===== src/rtl/uart_alu_if.sv =====
// UART<->ALU bridge: assembles A, B (NB bytes each, LSB first) and an opcode from RX bytes,
// latches the ALU result and sends it back byte by byte. Optional inter-byte timeout: UART_IF_TIMEOUT_EN.
module uart_alu_if #(
  parameter int DATA_W      = 8,
  parameter int OP_W        = 6,
  parameter int TIMEOUT_CYC = 100000
) (
  input  logic              clk,
  input  logic              reset,
  input  logic [7:0]        i_rx_data,
  input  logic              i_rx_done,
  input  logic [DATA_W-1:0] i_alu_result,
  input  logic              i_tx_done,
  output logic [DATA_W-1:0] o_datoA,
  output logic [DATA_W-1:0] o_datoB,
  output logic [OP_W-1:0]   o_opcode,
  output logic              o_tx_start,
  output logic [7:0]        o_tx_data,
  output logic              o_busy,
  output logic              o_timeout_err
);

  localparam int NB = DATA_W / 8;
  localparam int IDX_W = (NB > 1) ? $clog2(NB) : 1;
  localparam logic [IDX_W-1:0] IDX_LAST = IDX_W'(NB - 1);

  typedef enum logic [2:0] {RX_A, RX_B, RX_OP, LATCH, TX_START, TX_WAIT} state_t;

  state_t            state, state_nx;
  logic [IDX_W-1:0]  idx;
  logic [DATA_W-1:0] shadow, shadow_nx, result;
  logic              rx_state, last_byte, abort;

  assign rx_state  = (state == RX_A) || (state == RX_B) || (state == RX_OP);
  assign last_byte = (idx == IDX_LAST);

`ifdef UART_IF_TIMEOUT_EN
  localparam int CNT_W = $clog2(TIMEOUT_CYC + 1);
  logic [CNT_W-1:0] gap_cnt;
  logic             started;

  // A byte arriving on the expiry cycle wins over the timeout.
  assign abort = rx_state && started && !i_rx_done && (gap_cnt == CNT_W'(TIMEOUT_CYC - 1));

  always_ff @(posedge clk or negedge reset) begin
    if (!reset) begin
      gap_cnt       <= '0;
      started       <= 1'b0;
      o_timeout_err <= 1'b0;
    end else begin
      o_timeout_err <= abort;
      if (!rx_state || abort) begin
        gap_cnt <= '0;
        started <= 1'b0;
      end else if (i_rx_done) begin
        gap_cnt <= '0;
        started <= 1'b1;
      end else if (started) begin
        gap_cnt <= gap_cnt + 1'b1;
      end
    end
  end
`else
  assign abort         = 1'b0;
  assign o_timeout_err = 1'b0;
`endif

  always_comb begin
    shadow_nx = shadow;
    shadow_nx[idx*8 +: 8] = i_rx_data;
  end

  always_ff @(posedge clk or negedge reset) begin
    if (!reset) state <= RX_A;
    else        state <= state_nx;
  end

  always_comb begin
    state_nx = state;
    case (state)
      RX_A:     if (abort) state_nx = RX_A;
                else if (i_rx_done && last_byte) state_nx = RX_B;
      RX_B:     if (abort) state_nx = RX_A;
                else if (i_rx_done && last_byte) state_nx = RX_OP;
      RX_OP:    if (abort) state_nx = RX_A;
                else if (i_rx_done) state_nx = LATCH;
      LATCH:    state_nx = TX_START;
      TX_START: state_nx = TX_WAIT;
      TX_WAIT:  if (i_tx_done) state_nx = last_byte ? RX_A : TX_START;
      default:  state_nx = RX_A;
    endcase
  end

  always_ff @(posedge clk or negedge reset) begin
    if (!reset) begin
      idx      <= '0;
      shadow   <= '0;
      result   <= '0;
      o_datoA  <= '0;
      o_datoB  <= '0;
      o_opcode <= '0;
    end else begin
      case (state)
        RX_A, RX_B: begin
          if (abort) begin
            idx    <= '0;
            shadow <= '0;
          end else if (i_rx_done) begin
            shadow <= shadow_nx;
            if (last_byte) begin
              idx <= '0;
              if (state == RX_A) o_datoA <= shadow_nx;
              else               o_datoB <= shadow_nx;
            end else begin
              idx <= idx + 1'b1;
            end
          end
        end
        RX_OP: begin
          if (abort) begin
            idx    <= '0;
            shadow <= '0;
          end else if (i_rx_done) begin
            o_opcode <= i_rx_data[OP_W-1:0];
          end
        end
        LATCH:   result <= i_alu_result;
        TX_WAIT: if (i_tx_done) idx <= last_byte ? '0 : idx + 1'b1;
        default: ;
      endcase
    end
  end

  // idx is frozen from TX_START until i_tx_done, so the byte stays stable.
  assign o_tx_data  = result[idx*8 +: 8];
  assign o_tx_start = (state == TX_START);
  assign o_busy     = (state == LATCH) || (state == TX_START) || (state == TX_WAIT);

endmodule

===== config.mk =====
export PLATFORM = sky130hd
export DESIGN_NAME = uart_alu_if
export DESIGN_NICKNAME = d
export VERILOG_FILES = /design/src/rtl/uart_alu_if.sv
export SDC_FILE = /design/constraint.sdc
export NUM_CORES = 1
export LEC_CHECK = 0
export CAP_MARGIN = 20
export CORE_MARGIN = 2
export CORE_UTILIZATION = 42
export CTS_CLUSTER_DIAMETER = 60
export DETAILED_ROUTE_END_ITERATION = 6
export PLACE_DENSITY = 0.83
export SETUP_SLACK_MARGIN = 0.2
export SLEW_MARGIN = 30
export SYNTH_ARGS = -nofsm -noshare
export SYNTH_HDL_FRONTEND = slang
export SYNTH_SLANG_ARGS = --single-unit
export TNS_END_PERCENT = 30

===== constraint.sdc =====
create_clock -name clk -period 1.7 [get_ports clk]
set_clock_uncertainty 0.1 [all_clocks]
set_input_delay 0.17 -clock clk [delete_from_list [all_inputs] [get_ports clk]]
set_output_delay 0.17 -clock clk [all_outputs]
set_load 0.005 [all_outputs]

==> impl_metrics.toml, run 1 <==
[run_status]
outcome = "complete, no violations"

[detailed_routing]
topRoutingLayerUsed = "met4"
dr_wl_met3_um = 157
routedWlPerCell_um = 16.5
drcViolationCount = 0
wl_um = 3350
avgViaCountPerCell = 4.78
drtPass1Iterations = 4
route.met2.wl_um = 1710
met1Wirelength_um = 1430
ant_nets = 0
dr_total_vias = 970
drt_iter0_markers = 25

[global_routing]
grt_pass1_wl_um = 5110
grt_max_degree = 34
first_global_vias = 1044
antenna_found_initial = 0
grt_overflow = 0
grt_usage_pct = 20.0

[timing]
setup_violations = 0
tns_ns = 0
final_max_slew_viol_count = 0
setup_ws_ns = 0.107
max_freq_ghz = 0.628
min_period_ns = 1.59
hold_viol_final = 0
fin_crit_sh_pct = 93.7
rsz0062_at_grt = "yes"

[place]
dpl_worst_slack_ns = -0.106
place.gp.congestion = 0.707
placed_cells = 182
placed_area_um2 = 1920
place.port_buffers = 51
dp_hpwl_um = 2070

[cells_and_area]
seq_area_um2 = 830
layout-drive-gt1-share_pct = 41.5
diodes = 0
synthToLayoutAreaGrowth_pct = 62.6
final_area_um2 = 2190
nNetsFinal = 178
fillers = 211
multiInputGateArea_um2 = 578
instances_no_fill = 203

[clock_network]
clk_latency_ns = 0.34
cts_tree = "built"
tritoncts.num_buffers = 5
cts_hold_buf = 0
cts.clk_slew.worst_paths_ns = 0.10
cts_buffer_depth = 2
cts-root-buf = "clkbuf_4"
htree_levels = 2
clkSinkCount = 33

[die]
start_util_pct = 44.1
die-area_um2 = 3680
pin_count = 53
core_area_um2 = 3050
fp.dieH_um = 60.6
num_rows = 20
dieWidth_um = 60.6

[run]
maxCapViolCount = 0

[yosys]
ys_ff_latch = 33
ys_seq_area_share_pct = 61.3
synth_area_leaders = "dfrtp_1 (61%), mux2_2 (25%), nor4b_4 (1.8%)"
syn_avg_cell_area_um2 = 15.5
synth_fp_nets = 107
yosys-top-cells-count = "dfrtp_1 (33), mux2_2 (30), buf_2 (4), nor3b_1 (3)"
yosysWarningCount = 0
synth_top_area_cell = "dfrtp_1"
ys_async_sr_fraction_pct = 100
synth_area_um2 = 1350
synth_edf_count = 0
synth_top_area_share_pct = 61.3
ys.flop_type = "dfrtp_1"
ys_types = 17
synthMostInstantiatedCell = "dfrtp_1"
syn_inst = 87

[setup_path]
crit_path_start_kind = "flop"
reg2reg_from = "state[2]$_DFFE_PN0P_"
critPathKind = "flop to flop"
setup.worst_path.end_class = "flop"
cp.arrival_ns = 1.73
r2r_end = "o_datoA[2]$_DFFE_PN0P_"
required_ns = 1.84
regToRegSetupSlack_ns = 0.11
crit_fanout = 6
ff2ff_path_depth = 4

[power]
power_density_nw_per_um2 = 1900
cellLeakagePower_nw = 0.966
finalPower_mw = 4.15
peakVddDrop_mv = 0.924

[worst_hold_path]
min-delay-path-class = "input pin to asynchronous set/reset pin"
[final cells by class]
type                            count  share of cell area [%]
Clock inverter                      2                   0.457
Multi-Input combinational cell     47                    26.4
Timing Repair Buffer               71                    30.9
Sequential cell                    33                    37.9
Clock buffer                        6                    1.88
Tap cell                           44                    2.51
[sequential cells by signal, indices dropped and copies added, names as in the netlist]
name and flops:
o_datoA 8, o_opcode 6, result 8, o_datoB 8, state 3
[critical path, cell delays in order (launching register included)]
cell     delay, ns
dfrtp_2       0.42
buf_6         0.14
nor4b_4       0.32
buf_6         0.20
mux2_4        0.31
[placed cells by master, fill, tap and decap left out, drive strengths merged]
master / n
a21oi: 1
and2: 1
buf: 21
clkbuf: 7
clkdlybuf4s50: 49
clkinv: 2
conb: 1
dfrtp: 33
mux2: 30
nand2: 1
nand2b: 2
nand3b: 2
nor3b: 3
nor4b: 2
nor4bb: 2
o21ai: 1
or4: 1
[what timing repair did]
action,CTS,global route
setup buffers,13,0
gates resized for setup,23,17
endpoints found under the setup margin,32,58
pin swaps,2,1
[worst max-delay path by stage]
stage,slack [ns],end,start
floorplan,0.16,o_datoA[0]$_DFFE_PN0P_,state[0]$_DFFE_PN0P_
global placement,-0.04,o_datoB[6]$_DFFE_PN0P_,i_rx_done
global route,0.04,o_datoB[4]$_DFFE_PN0P_,state[1]$_DFFE_PN0P_
finish,0.11,o_datoA[2]$_DFFE_PN0P_,state[2]$_DFFE_PN0P_
CTS,0.08,o_tx_start,state[1]$_DFFE_PN0P_
detailed placement,-0.11,o_datoB[0]$_DFFE_PN0P_,i_rx_done
[stage by stage]
stage,hold WS [ns],utilization [%]
finish,0.110,71.8
global route,0.135,71.8
CTS,0.125,69.5
detailed placement,0.396,63.0
global placement,0.388,63.0
floorplan,-0.226,-
[cells by family (layout without fill, tap and decap cells)]
kind of cell,after synthesis,count (layout),synth area share (%)
simple gates,14,14,8.91
mux,30,30,25.1
buf+inv,7,79,3.71
flops,33,33,61.3
other cells,1,1,0.278
compound gates,2,2,0.742
[where the power goes]
| group | internal [mW] | switching, mW | total [mW] |
|---|---|---|---|
| clock | 0.157 | 0.272 | 0.429 |
| sequential | 1.20 | 0.238 | 1.44 |
| combinational | 1.58 | 0.705 | 2.29 |
| total | 2.94 | 1.21 | 4.15 |
[layer usage]
metal  up-vias  global-route usage [%]
met4         0                    10.2
met3         5                    7.46
met5         -                       0
met2        31                    30.6
li1        446                       -
met1       488                    25.0
Power figures use the tool's default switching activity.
==> run 2, diff against run 1 <==
--- a/config.mk
+++ b/config.mk
@@ -7,10 +7,11 @@
 export LEC_CHECK = 0
 export CAP_MARGIN = 20
 export CORE_MARGIN = 2
-export CORE_UTILIZATION = 42
+export CORE_UTILIZATION = 45
 export CTS_CLUSTER_DIAMETER = 60
 export DETAILED_ROUTE_END_ITERATION = 6
-export PLACE_DENSITY = 0.83
+export DONT_BUFFER_PORTS = 1
+export PLACE_DENSITY = 0.65
 export SETUP_SLACK_MARGIN = 0.2
 export SLEW_MARGIN = 30
 export SYNTH_ARGS = -nofsm -noshare
==> run 2 against run 1 <==
The flow now finishes with violations (design-rule violations). Combinational power is 53% lower. Sequential power is 9.7% higher. Die area is 6.2% lower. Final area is 19% lower. Worst hold slack worse by 0.065 ns. Wire length is 20% lower. First-iteration DRC count is 56% higher. Utilization is 8.5 points lower. Critical path depth is 1 lower. Sequential share of layout area is 8.9 points higher.
==> impl_metrics.toml, run 2 (same netlist as run 1, synthesis figures left out) <==
[worst_hold_path]
min-delay-path-class = "input pin to flop"

[die]
dieWidth_um = 58.7
pin_count = 53
core_area_um2 = 2810
num_rows = 19
fp.dieH_um = 58.7
start_util_pct = 48.0
die-area_um2 = 3450

[timing]
hold_viol_final = 0
final_max_slew_viol_count = 0
max_freq_ghz = 0.651
setup_ws_ns = 0.163
tns_ns = 0
setup_violations = 0
min_period_ns = 1.54
fin_crit_sh_pct = 90.4
rsz0062_at_grt = "yes"

[global_routing]
grt_max_degree = 34
grt_overflow = 0
antenna_found_initial = 0
first_global_vias = 872
grt_pass1_wl_um = 4000
grt_usage_pct = 16.3

[cells_and_area]
nNetsFinal = 138
synthToLayoutAreaGrowth_pct = 31.8
reg.largest.list = "o_datoA (8), o_datoB (8), result (8)"
final_cell_mix = "dfrtp_1 (30), mux2_2 (21), dlygate4sd3_1 (19), buf_4 (10), mux2_4 (9)"
final_area_um2 = 1780
layout-drive-gt1-share_pct = 47.9
diodes = 0
fillers = 227
mostFrequentLayoutCell = "dfrtp_1"

[place]
dp_hpwl_um = 1620
dpl_worst_slack_ns = 0.0973
place.gp.congestion = 0.709
placed_area_um2 = 1380
place.port_buffers = 0

[detailed_routing]
ant_nets = 0
avgViaCountPerCell = 5.38
drtPass1Iterations = 6
drt_iter0_markers = 39
dr_total_vias = 807
wl_um = 2670
drcViolationCount = 3
routedWlPerCell_um = 17.8

[power]
finalPower_mw = 3.24
peakVddDrop_mv = 0.987
internal_power_mw = 2.27
cellLeakagePower_nw = 0.772
power_switching_mw = 0.967
p_comb_share_pct = 32.9
p_sw_share_pct = 29.9
seqPwrFrac_pct = 48.6
power_density_nw_per_um2 = 1820
power_frac_clock_pct = 18.4

[clock_network]
tritoncts.num_buffers = 5
cts_buffer_depth = 2
cts.clk_slew.worst_paths_ns = 0.10
cts_tree = "built"
clk_latency_ns = 0.32
cts-root-buf = "clkbuf_4"
htree_levels = 2
clkSinkCount = 33

[setup_path]
required_ns = 1.82
critPathKind = "flop to flop"
setup.worst_path.end_class = "flop"
crit_path_start_kind = "flop"
cp.arrival_ns = 1.65
crit_fanout = 8

[run_status]
outcome = "finished with violations"
violations = "design-rule violations"

[run]
maxCapViolCount = 0
## run 2: critical path: stages, from the launching register on
cell      delay (ns)
dfrtp_2         0.48
nor4bb_2        0.29
buf_4           0.22
mux2_2          0.34
## run 2: path summary, 6_finish.rpt
check                                 startpoint                      to  slack [ns]  cells past startpoint
max                         state[2]$_DFFE_PN0P_  o_datoB[3]$_DFFE_PN0P_        0.16                      3
min                                    i_tx_done    state[0]$_DFFE_PN0P_        0.04                      2
max reg2reg                 state[2]$_DFFE_PN0P_  o_datoB[3]$_DFFE_PN0P_        0.16                      3
min reg2reg                result[5]$_DFFE_PN0N_   result[5]$_DFFE_PN0N_        0.44                      1
max in group asynchronous                  reset    state[1]$_DFFE_PN0P_        1.12                      2
min in group asynchronous                  reset  o_datoB[4]$_DFFE_PN0P_        0.20                      2
## run 2: layer usage
layer	part of all wire (%)	global-route usage, %
met5	0	0
met4	1.6	6.17
met3	8.5	7.47
met2	48	27.3
met1	42	18.1
## run 2: metrics by stage
step / util (%) / hold WS (ns) / instances
final: 63.3 / 0.0441 / 150
after global routing: 63.3 / 0.0620 / 150
after CTS: 62.5 / 0.0319 / 149
after detailed placement: 49.2 / -0.225 / 116
after global placement: 49.2 / -0.225 / 116
after floorplan: - / -0.226 / 87
## run 2: final cells by class
class,instances,area (um2),area share [%]
clock inverters,1,30.0,1.69
clock buffers,7,55.1,3.10
well taps,31,38.8,2.18
flip-flops and latches,33,830,46.7
repair buffers,31,297,16.7
multi-input cells,47,526,29.6
## run 2: timing repair
action | in CTS | in global routing
gates resized for setup | 12 | 4
pin swaps | 2 | 2
endpoints found under the hold margin | 65 | 0
hold buffers | 20 | 0
setup endpoints to repair | 32 | 25
setup buffers | 5 | 1
## run 2: power by group through the flow
stage	logic [mW]	clock network [mW]	registers (mW)
global route	1.17	0.651	1.62
floorplan	0.778	0	1.42
global placement	0.760	0	1.57
detailed placement	0.795	0	1.58
finish	1.07	0.598	1.58
CTS	1.02	0.617	1.57
==> run 3, diff against run 2 <==
--- a/config.mk
+++ b/config.mk
@@ -5,13 +5,13 @@
 export SDC_FILE = /design/constraint.sdc
 export NUM_CORES = 1
 export LEC_CHECK = 0
-export CAP_MARGIN = 20
+export CAP_MARGIN = 15
 export CORE_MARGIN = 2
 export CORE_UTILIZATION = 45
 export CTS_CLUSTER_DIAMETER = 60
 export DETAILED_ROUTE_END_ITERATION = 6
 export DONT_BUFFER_PORTS = 1
-export PLACE_DENSITY = 0.65
+export PLACE_DENSITY = 0.67
 export SETUP_SLACK_MARGIN = 0.2
 export SLEW_MARGIN = 30
 export SYNTH_ARGS = -nofsm -noshare
==> constraint.sdc (replaced) <==
create_clock -name clk -period 1.3 [get_ports clk]
set_clock_uncertainty 0.1 [all_clocks]
set_input_delay 0.13 -clock clk [delete_from_list [all_inputs] [get_ports clk]]
set_output_delay 0.13 -clock clk [all_outputs]
set_load 0.005 [all_outputs]
==> run 3 against run 2 <==
The run ends with design-rule violations, negative setup slack left. Sequential share of layout area decreased by 1.7 points. Worst setup slack lost 0.47 ns. Non-clock buffer count increased by 4. Count of clock-buffer cells in the layout up 1. Global-route usage is 1.1 points higher. Critical path type is now flop to output pin. Largest cell class unchanged. Largest power group unchanged.
==> impl_metrics.toml, run 3 (same netlist as run 1, synthesis figures left out) <==
[run_status]
outcome = "finished with violations"
violations = "design-rule violations, negative setup slack"

[power]
p_sw_share_pct = 31.3
power_switching_mw = 1.35
finalPower_mw = 4.31
seqPwrFrac_pct = 47.8
internal_power_mw = 2.96
p_comb_share_pct = 40.1
cellLeakagePower_nw = 0.808
peakVddDrop_mv = 1.25
power_density_nw_per_um2 = 2340
power_frac_clock_pct = 12.1

[cells_and_area]
fin_util_pct = 65.7
mostFrequentLayoutCell = "dfrtp_1"
nNetsFinal = 142
diodes = 0
layout-drive-gt1-share_pct = 48.8
final_cell_mix = "dfrtp_1 (30), dlygate4sd3_1 (19), mux2_2 (17), mux2_4 (13), buf_6 (8)"
synthToLayoutAreaGrowth_pct = 36.7
reg.largest.list = "o_datoA (8), o_datoB (8), result (8)"

[setup_path]
crit_fanout = 7
required_ns = 1.07
cp.arrival_ns = 1.37
setup.worst_path.end_class = "output pin"
critPathKind = "flop to output pin"
crit_path_start_kind = "flop"

[detailed_routing]
ant_nets = 0
drt_iter0_markers = 46
dr_total_vias = 845
routedWlPerCell_um = 18.1
drtPass1Iterations = 6
wl_um = 2780
drcViolationCount = 2
avgViaCountPerCell = 5.49

[global_routing]
grt_overflow = 0
grt_usage_pct = 17.5
grt_max_degree = 34
grt_pass1_wl_um = 4360
antenna_found_initial = 0
first_global_vias = 872

[die]
fp.dieH_um = 58.7
start_util_pct = 48.0
pin_count = 53
num_rows = 19
dieWidth_um = 58.7
core_area_um2 = 2810
die-area_um2 = 3450

[timing]
rsz0062_at_grt = "yes"
setup_ws_ns = -0.304
fin_crit_sh_pct = 123
hold_viol_final = 0
final_max_slew_viol_count = 0
min_period_ns = 1.60
max_freq_ghz = 0.623
setup_violations = 33

[clock_network]
cts_buffer_depth = 2
tritoncts.num_buffers = 5
cts.clk_slew.worst_paths_ns = 0.09
cts-root-buf = "clkbuf_4"
clk_latency_ns = 0.32
htree_levels = 2
cts_tree = "built"
clkSinkCount = 33

[place]
dp_hpwl_um = 1770
place.gp.congestion = 0.800
place.port_buffers = 0
dpl_worst_slack_ns = -0.280

[worst_hold_path]
min-delay-path-class = "input pin to flop"

[run]
maxCapViolCount = 0
-- run 3: cell count changes in the layout (fill, tap and decap cells not counted), moves of 2 or more --
cell,before,now
buf_4,10,6
mux2_4,9,13
buf_6,1,8
clkbuf_1,1,3
mux2_2,21,17
-- run 3: stage by stage --
| step | setup TNS [ns] | instances | hold slack, ns | instance area (um2) |
|---|---|---|---|---|
| 6_report | -7.77 | 154 | 0.0508 | 1840 |
| 5_1_grt | -9.49 | 154 | 0.0493 | 1840 |
| 4_1_cts | -8.25 | 153 | -0.153 | 1770 |
| 3_5_place_dp | -6.27 | 123 | -0.265 | 1450 |
| 3_3_place_gp | -5.58 | 123 | -0.265 | 1450 |
| 2_1_floorplan | -4.38 | 87 | -0.266 | 1360 |
-- run 3: worst max-delay path, stage by stage, from the launching register on --
cell and delay (ns):
dfrtp_2 0.47, buf_6 0.15, nor3b_4 0.21, buf_4 0.14, buf_6 0.08
-- run 3: timing repair --
action	in CTS	in global routing
endpoints found under the hold margin	65	1
setup endpoints to repair	34	35
setup buffers	3	0
resized for setup	14	15
pin swaps	1	3
hold buffers	19	1
-- run 3: cell type report --
type | instances | area [um2]
Fill cell | 216 | 963
Clock buffer | 8 | 48.8
Multi-Input combinational cell | 47 | 559
Tap cell | 31 | 38.8
Timing Repair Buffer | 35 | 365
Sequential cell | 33 | 830
-- run 3: metal layers --
metal / share of wire [%] / GRT usage [%] / wire length [um]
met2: 54 / 27.6 / 1510
met3: 5.7 / 5.71 / 159
met4: 0.97 / 7.47 / 27
met5: 0 / 0 / 0
met1: 39 / 22.0 / 1090
-- run 3: power groups by stage --
stage	Combinational [mW]	Sequential (mW)	Clock (mW)
2_1_floorplan	1.05	1.86	0
3_3_place_gp	1.20	2.03	0
3_5_place_dp	1.25	2.05	0
4_1_cts	1.54	2.04	0.545
5_1_grt	1.87	2.12	0.606
6_report	1.73	2.06	0.523
-- run 3: path summary, 6_finish.rpt --
path                                            start                      to  slack [ns]  depth (start not counted)
max in group asynchronous                       reset    state[0]$_DFFE_PN0P_        0.77                          2
worst max register to register   state[2]$_DFFE_PN0P_  o_datoB[2]$_DFFE_PN0P_       -0.27                          4
worst min register to register  result[2]$_DFFE_PN0N_   result[2]$_DFFE_PN0N_        0.45                          1
min in group asynchronous                       reset  o_datoB[0]$_DFFE_PN0P_        0.14                          2
worst max-delay path             state[1]$_DFFE_PN0P_              o_tx_start       -0.30                          4
worst min-delay path                        i_tx_done    state[0]$_DFFE_PN0P_        0.05                          2
